[src/rtl/idli_alu_m.sv]
// -----------------------------------------------------------------------------
// idli_alu_m : nibble-serial 16-bit ALU.
//
// One operation takes four beats, least-significant nibble first. Beat 0 is the
// cycle in which i_alu_start is accepted. The result nibble is produced
// combinationally from the current B/C nibbles, so the GRF captures it on the
// same edge. Carry ripples between beats through carry_q. The Z/C/N flags are
// updated on the beat-3 edge and hold until the next completion.
//
// Ports:
//   i_alu_gck     gated core clock
//   i_alu_rst     asynchronous active-high reset
//   i_alu_start   start pulse, accepted only while idle (that cycle is beat 0)
//   i_alu_op      operation, sampled on an accepted start
//   i_alu_dst     destination GREG, sampled on an accepted start
//   i_alu_b_data  B operand nibble (GRF B read port)
//   i_alu_c_data  C operand nibble (GRF C read port)
//   o_alu_busy    high during beats 1..3
//   o_alu_a       destination register to GRF write port A
//   o_alu_a_vld   write enable to GRF write port A
//   o_alu_a_data  result nibble to GRF write port A
//   o_alu_done    one-cycle pulse in the cycle after beat 3
//   o_alu_flag_z  zero flag
//   o_alu_flag_c  carry / not-borrow flag
//   o_alu_flag_n  negative flag (result bit 15)
// -----------------------------------------------------------------------------
module idli_alu_m (
    input  logic       i_alu_gck,
    input  logic       i_alu_rst,
    input  logic       i_alu_start,
    input  logic [2:0] i_alu_op,
    input  logic [2:0] i_alu_dst,
    input  logic [3:0] i_alu_b_data,
    input  logic [3:0] i_alu_c_data,
    output logic       o_alu_busy,
    output logic [2:0] o_alu_a,
    output logic       o_alu_a_vld,
    output logic [3:0] o_alu_a_data,
    output logic       o_alu_done,
    output logic       o_alu_flag_z,
    output logic       o_alu_flag_c,
    output logic       o_alu_flag_n
);

    typedef enum logic [2:0] {
        OP_ADD  = 3'd0,
        OP_SUB  = 3'd1,
        OP_AND  = 3'd2,
        OP_OR   = 3'd3,
        OP_XOR  = 3'd4,
        OP_ANDN = 3'd5,
        OP_MOVB = 3'd6,
        OP_CMP  = 3'd7
    } alu_op_e;

    logic       busy_q,  busy_d;
    logic [1:0] beat_q,  beat_d;
    logic [2:0] op_q,    op_d;
    logic [2:0] dst_q,   dst_d;
    logic       carry_q, carry_d;
    logic       zacc_q,  zacc_d;
    logic       flag_z_q, flag_z_d;
    logic       flag_c_q, flag_c_d;
    logic       flag_n_q, flag_n_d;
    logic       done_q,  done_d;

    logic       active;
    logic [1:0] beat;
    alu_op_e    op_eff;
    logic [2:0] dst_eff;
    logic       cin;
    logic [4:0] sum;
    logic [3:0] res;
    logic       cout;
    logic       res_nz;

    // NOTE: every signal assigned in this always_comb gets a default first so
    // no path leaves it unassigned, which would otherwise infer a latch.
    always_comb begin
        // Reset gates the combinational write port so nothing is written to
        // the GRF while reset is asserted, even if a start is presented.
        active  = ~i_alu_rst & (i_alu_start | busy_q);
        beat    = busy_q ? beat_q : 2'd0;
        op_eff  = alu_op_e'(busy_q ? op_q : i_alu_op);
        dst_eff = busy_q ? dst_q : i_alu_dst;

        // Subtraction is b + ~c + 1: the +1 enters as the beat-0 carry-in.
        if (beat == 2'd0) begin
            cin = (op_eff == OP_SUB) || (op_eff == OP_CMP);
        end else begin
            cin = carry_q;
        end

        sum  = 5'd0;
        res  = 4'd0;
        cout = 1'b0;
        unique case (op_eff)
            OP_ADD: begin
                sum  = {1'b0, i_alu_b_data} + {1'b0, i_alu_c_data} + {4'd0, cin};
                res  = sum[3:0];
                cout = sum[4];
            end
            OP_SUB, OP_CMP: begin
                sum  = {1'b0, i_alu_b_data} + {1'b0, ~i_alu_c_data} + {4'd0, cin};
                res  = sum[3:0];
                cout = sum[4];
            end
            OP_AND:  res = i_alu_b_data & i_alu_c_data;
            OP_OR:   res = i_alu_b_data | i_alu_c_data;
            OP_XOR:  res = i_alu_b_data ^ i_alu_c_data;
            OP_ANDN: res = i_alu_b_data & ~i_alu_c_data;
            OP_MOVB: res = i_alu_b_data;
            default: res = 4'd0;
        endcase
        res_nz = (res != 4'd0);

        o_alu_a_data = active ? res : 4'd0;
        o_alu_a_vld  = active & (op_eff != OP_CMP);
        o_alu_a      = active ? dst_eff : 3'd0;
        o_alu_busy   = busy_q;
        o_alu_done   = done_q;
        o_alu_flag_z = flag_z_q;
        o_alu_flag_c = flag_c_q;
        o_alu_flag_n = flag_n_q;

        busy_d   = busy_q;
        beat_d   = beat_q;
        op_d     = op_q;
        dst_d    = dst_q;
        carry_d  = carry_q;
        zacc_d   = zacc_q;
        flag_z_d = flag_z_q;
        flag_c_d = flag_c_q;
        flag_n_d = flag_n_q;
        done_d   = 1'b0;

        if (active) begin
            carry_d = cout;
            if (!busy_q) begin
                // Beat 0: capture the operation; a start while busy never
                // reaches this branch and so has no effect.
                op_d   = i_alu_op;
                dst_d  = i_alu_dst;
                busy_d = 1'b1;
                beat_d = 2'd1;
                zacc_d = res_nz;
            end else if (beat_q == 2'd3) begin
                busy_d   = 1'b0;
                beat_d   = 2'd0;
                done_d   = 1'b1;
                flag_z_d = ~(zacc_q | res_nz);
                flag_c_d = cout;
                flag_n_d = res[3];
            end else begin
                beat_d = beat_q + 2'd1;
                zacc_d = zacc_q | res_nz;
            end
        end
    end

    // NOTE: sequential state uses non-blocking assignments only, so every flop
    // samples the pre-edge values regardless of statement order.
    always_ff @(posedge i_alu_gck or posedge i_alu_rst) begin
        if (i_alu_rst) begin
            busy_q   <= 1'b0;
            beat_q   <= 2'd0;
            op_q     <= 3'd0;
            dst_q    <= 3'd0;
            carry_q  <= 1'b0;
            zacc_q   <= 1'b0;
            flag_z_q <= 1'b0;
            flag_c_q <= 1'b0;
            flag_n_q <= 1'b0;
            done_q   <= 1'b0;
        end else begin
            busy_q   <= busy_d;
            beat_q   <= beat_d;
            op_q     <= op_d;
            dst_q    <= dst_d;
            carry_q  <= carry_d;
            zacc_q   <= zacc_d;
            flag_z_q <= flag_z_d;
            flag_c_q <= flag_c_d;
            flag_n_q <= flag_n_d;
            done_q   <= done_d;
        end
    end

endmodule

[config.mk]
export PLATFORM = sky130hd
export DESIGN_NAME = idli_alu_m
export DESIGN_NICKNAME = d
export VERILOG_FILES = /design/src/rtl/idli_alu_m.sv
export SDC_FILE = /design/constraint.sdc
export NUM_CORES = 1
export LEC_CHECK = 0
export BUFFER_PORTS_ARGS = -buffer_cell sky130_fd_sc_hd__buf_2
export CAP_MARGIN = 20
export CORE_ASPECT_RATIO = 2
export CORE_MARGIN = 2
export CORE_UTILIZATION = 37
export DETAILED_ROUTE_END_ITERATION = 7
export GPL_TIMING_DRIVEN = 1
export PLACE_DENSITY_LB_ADDON = 0.12
export SYNTH_ARGS = -nofsm -noshare
export SYNTH_HDL_FRONTEND = slang
export SYNTH_SLANG_ARGS = --single-unit
[constraint.sdc]
create_clock -name i_alu_gck -period 5.3 [get_ports i_alu_gck]
set_input_delay 1.06 -clock i_alu_gck [delete_from_list [all_inputs] [get_ports i_alu_gck]]
set_output_delay 1.06 -clock i_alu_gck [all_outputs]
set_load 0.02 [all_outputs]
==> results.yml <==
clocking:
  htreeDepth: 1
  cts_root_buf: "clkbuf_8"
  clk_path_buf_depth: 2
  ctsResizeCount: 0
  clock_sinks: 15
  cts_buffers: 3
  holdBufCountCts: 0
  cts_tree: "yes"
  postCtsSetupBuffers: 0
  cts.clk_slew.worst_paths_ps: 60
  insertion_delay_ps: 240
logic_synthesis:
  ys_seq_elements: 15
  synth_area_um2: 1430
  synthesis.nets: 194
  ys_seq_area_frac: 0.262
  synth_enable_flop_cells: 0
  synthFlopType: "dfrtp_1"
  synth_top_area_share: 0.262
  async_flop_share: 1.00
  synth_warnings: 0
  netlist_instances: 162
  synth.distinct_cells: 47
  avgSynthCellArea_um2: 8.84
  synth_top_area_cell: "dfrtp_1"
  ys_top_cells_by_area: "dfrtp_1 (26%), ha_1 (9.6%), fa_1 (5.6%), inv_1 (3.9%), nor2_1 (3.9%)"
  synth_commonest_cells: "dfrtp_1 (15), inv_1 (15), nor2_1 (15)"
setup_path:
  r2r_end: "zacc_q"
  crit_path_top_delay_cell: "fa_1"
  r2r_cells: 14
  crit_type: "input pin to primary output"
  cp-end-kind: "primary output"
  cp_cell_sequence: "buf_2 -> mux2_4 -> nor2_2 -> o21ai_2 -> nor2_1 -> a21oi_1 -> fa_1 -> inv_1 -> fa_1 -> nand2_1 -> a311oi_1 -> o32a_1 -> nor2b_1 -> buf_2"
  arrival_ps: 3710
  path_buf_inv: 3
  reg2reg_slack_ps: 1750
  cp.required_ps: 4240
  worst_path_largest_cell_delay_ps: 420
  start_kind: "input pin"
  cp_max_fo: 12
  crit_family: "adder cells"
  reg2reg_from: "o_alu_busy"
drt:
  finalWirelength_um: 3570
  wl_met1_um: 1330
  drc: 0
  drtIter0Drc: 32
  wl_per_cell_um: 14.8
  via_per_inst: 5.29
  wl_met3_um: 113
  drt-pass1-iter-count: 4
  antenna_left: 0
  num_vias: 1280
  met2_wirelength_um: 2040
  top_layer: "met4"
place:
  portBuffers: 29
  placed_area_um2: 1620
  gp_congestion: 0.894
  pre_cts_ws_ps: 531
  dp_cells: 238
  dp_hpwl_um: 2950
global_routing:
  antenna_found_initial: 0
  grt_usage: 0.183
  overflow: 0
  grt_start_max_net_pins: 21
  grt_pass1_vias: 1320
  grt_pass1_wl_um: 5910
cells_and_area:
  synthToLayoutAreaGrowth_pct: 16.5
  fin_util: 0.439
  design_area_um2: 1670
  fin_cells: 242
  layout-drive-gt1-share: 0.251
  diodes: 0
  reg.largest.list: "dst_q x3, op_q x3, beat_q x2"
  nNetsFinal: 224
timing:
  clock.fmax_ghz: 0.210
  hold_ws_ps: 472
  worst_pin_slew_ps: 577
  slew_viol_final: 0
  fin_crit_ps: 4770
  final-setup-viol-count: 0
  finClkSkew_ps: 0.951
  rsz0062_at_grt: "false"
  timing.final.crit_share: 0.899
  final.setup.tns_ps: 0
  max-slew-margin-rel: 0.615
  hold_viol: 0
  layout_setup_ws_ps: 534
pwr:
  power_uw: 689
  ir_worst_vdd_v: 0.000284
  p_per_area_nw_per_um2: 413
  leakage_nw: 0.813
die:
  rows: 32
  die_area_um2: 4420
  initial_utilization: 0.377
  pin_count: 30
  core_region_area_um2: 3800
  die_h_um: 92
  fp.dieW_um: 48
outcome:
  status: "finished, final reports clean"
min_path:
  hold_path_end: "o_alu_flag_z"
  min_from: "zacc_q"
  hold_class: "register to register"
  whs_path_depth: 1
job:
  maxCapViolCount: 0
-- routing by layer --
metal,vias up,track usage
met4,0,0.0766
met3,8,0.0118
met5,-,0
li1,634,-
met1,610,0.206
met2,28,0.326
-- cells in the final DEF (no fill, tap or decap), types with 4 or more instances in the layout --
cell type,instances
fa_1,4
o21ai_0,4
a21o_1,4
dfrtp_1,15
buf_2,29
nor2_1,15
a211oi_1,5
a21oi_1,11
o21ai_1,5
buf_4,4
ha_1,11
inv_1,15
nand2_1,14
mux2i_1,4
-- kinds of logic (layout without fill, tap and decap cells) --
family,count (synthesis),after routing,share of synthesized area
DFF,15,15,0.262
xor gates and xnor gates,3,3,0.0183
muxes,13,13,0.110
and+or+nand+nor,42,42,0.135
buffers and inverters,23,52,0.0725
adders and majority gates,15,15,0.152
AOI/OAI and AO/OA,51,51,0.251
-- cell type report --
class	instances	area, um2
fillers	421	2130
flip-flops and latches	15	375
clock buffers	4	45.0
well taps	51	63.8
inverters	15	56.3
multi-input cells	124	953
repair buffers	33	175
-- worst max path at each step --
stage,startpoint,end,cells past startpoint
finish,i_alu_op[2],o_alu_a_data[1],14
global route,i_alu_op[2],o_alu_a_data[2],15
CTS,i_alu_op[2],o_alu_a_data[2],15
detailed placement,i_alu_op[2],o_alu_a_data[1],14
global placement,i_alu_op[2],o_alu_a_data[1],14
floorplan,i_alu_op[2],o_alu_a_data[1],13
-- power breakdown --
part / internal [mW] / total, mW / switching [mW]
Clock: 0.0531 / 0.0901 / 0.0370
Sequential: 0.155 / 0.190 / 0.0349
Combinational: 0.172 / 0.409 / 0.237
Total: 0.381 / 0.689 / 0.309
Power figures use the tool's default switching activity.
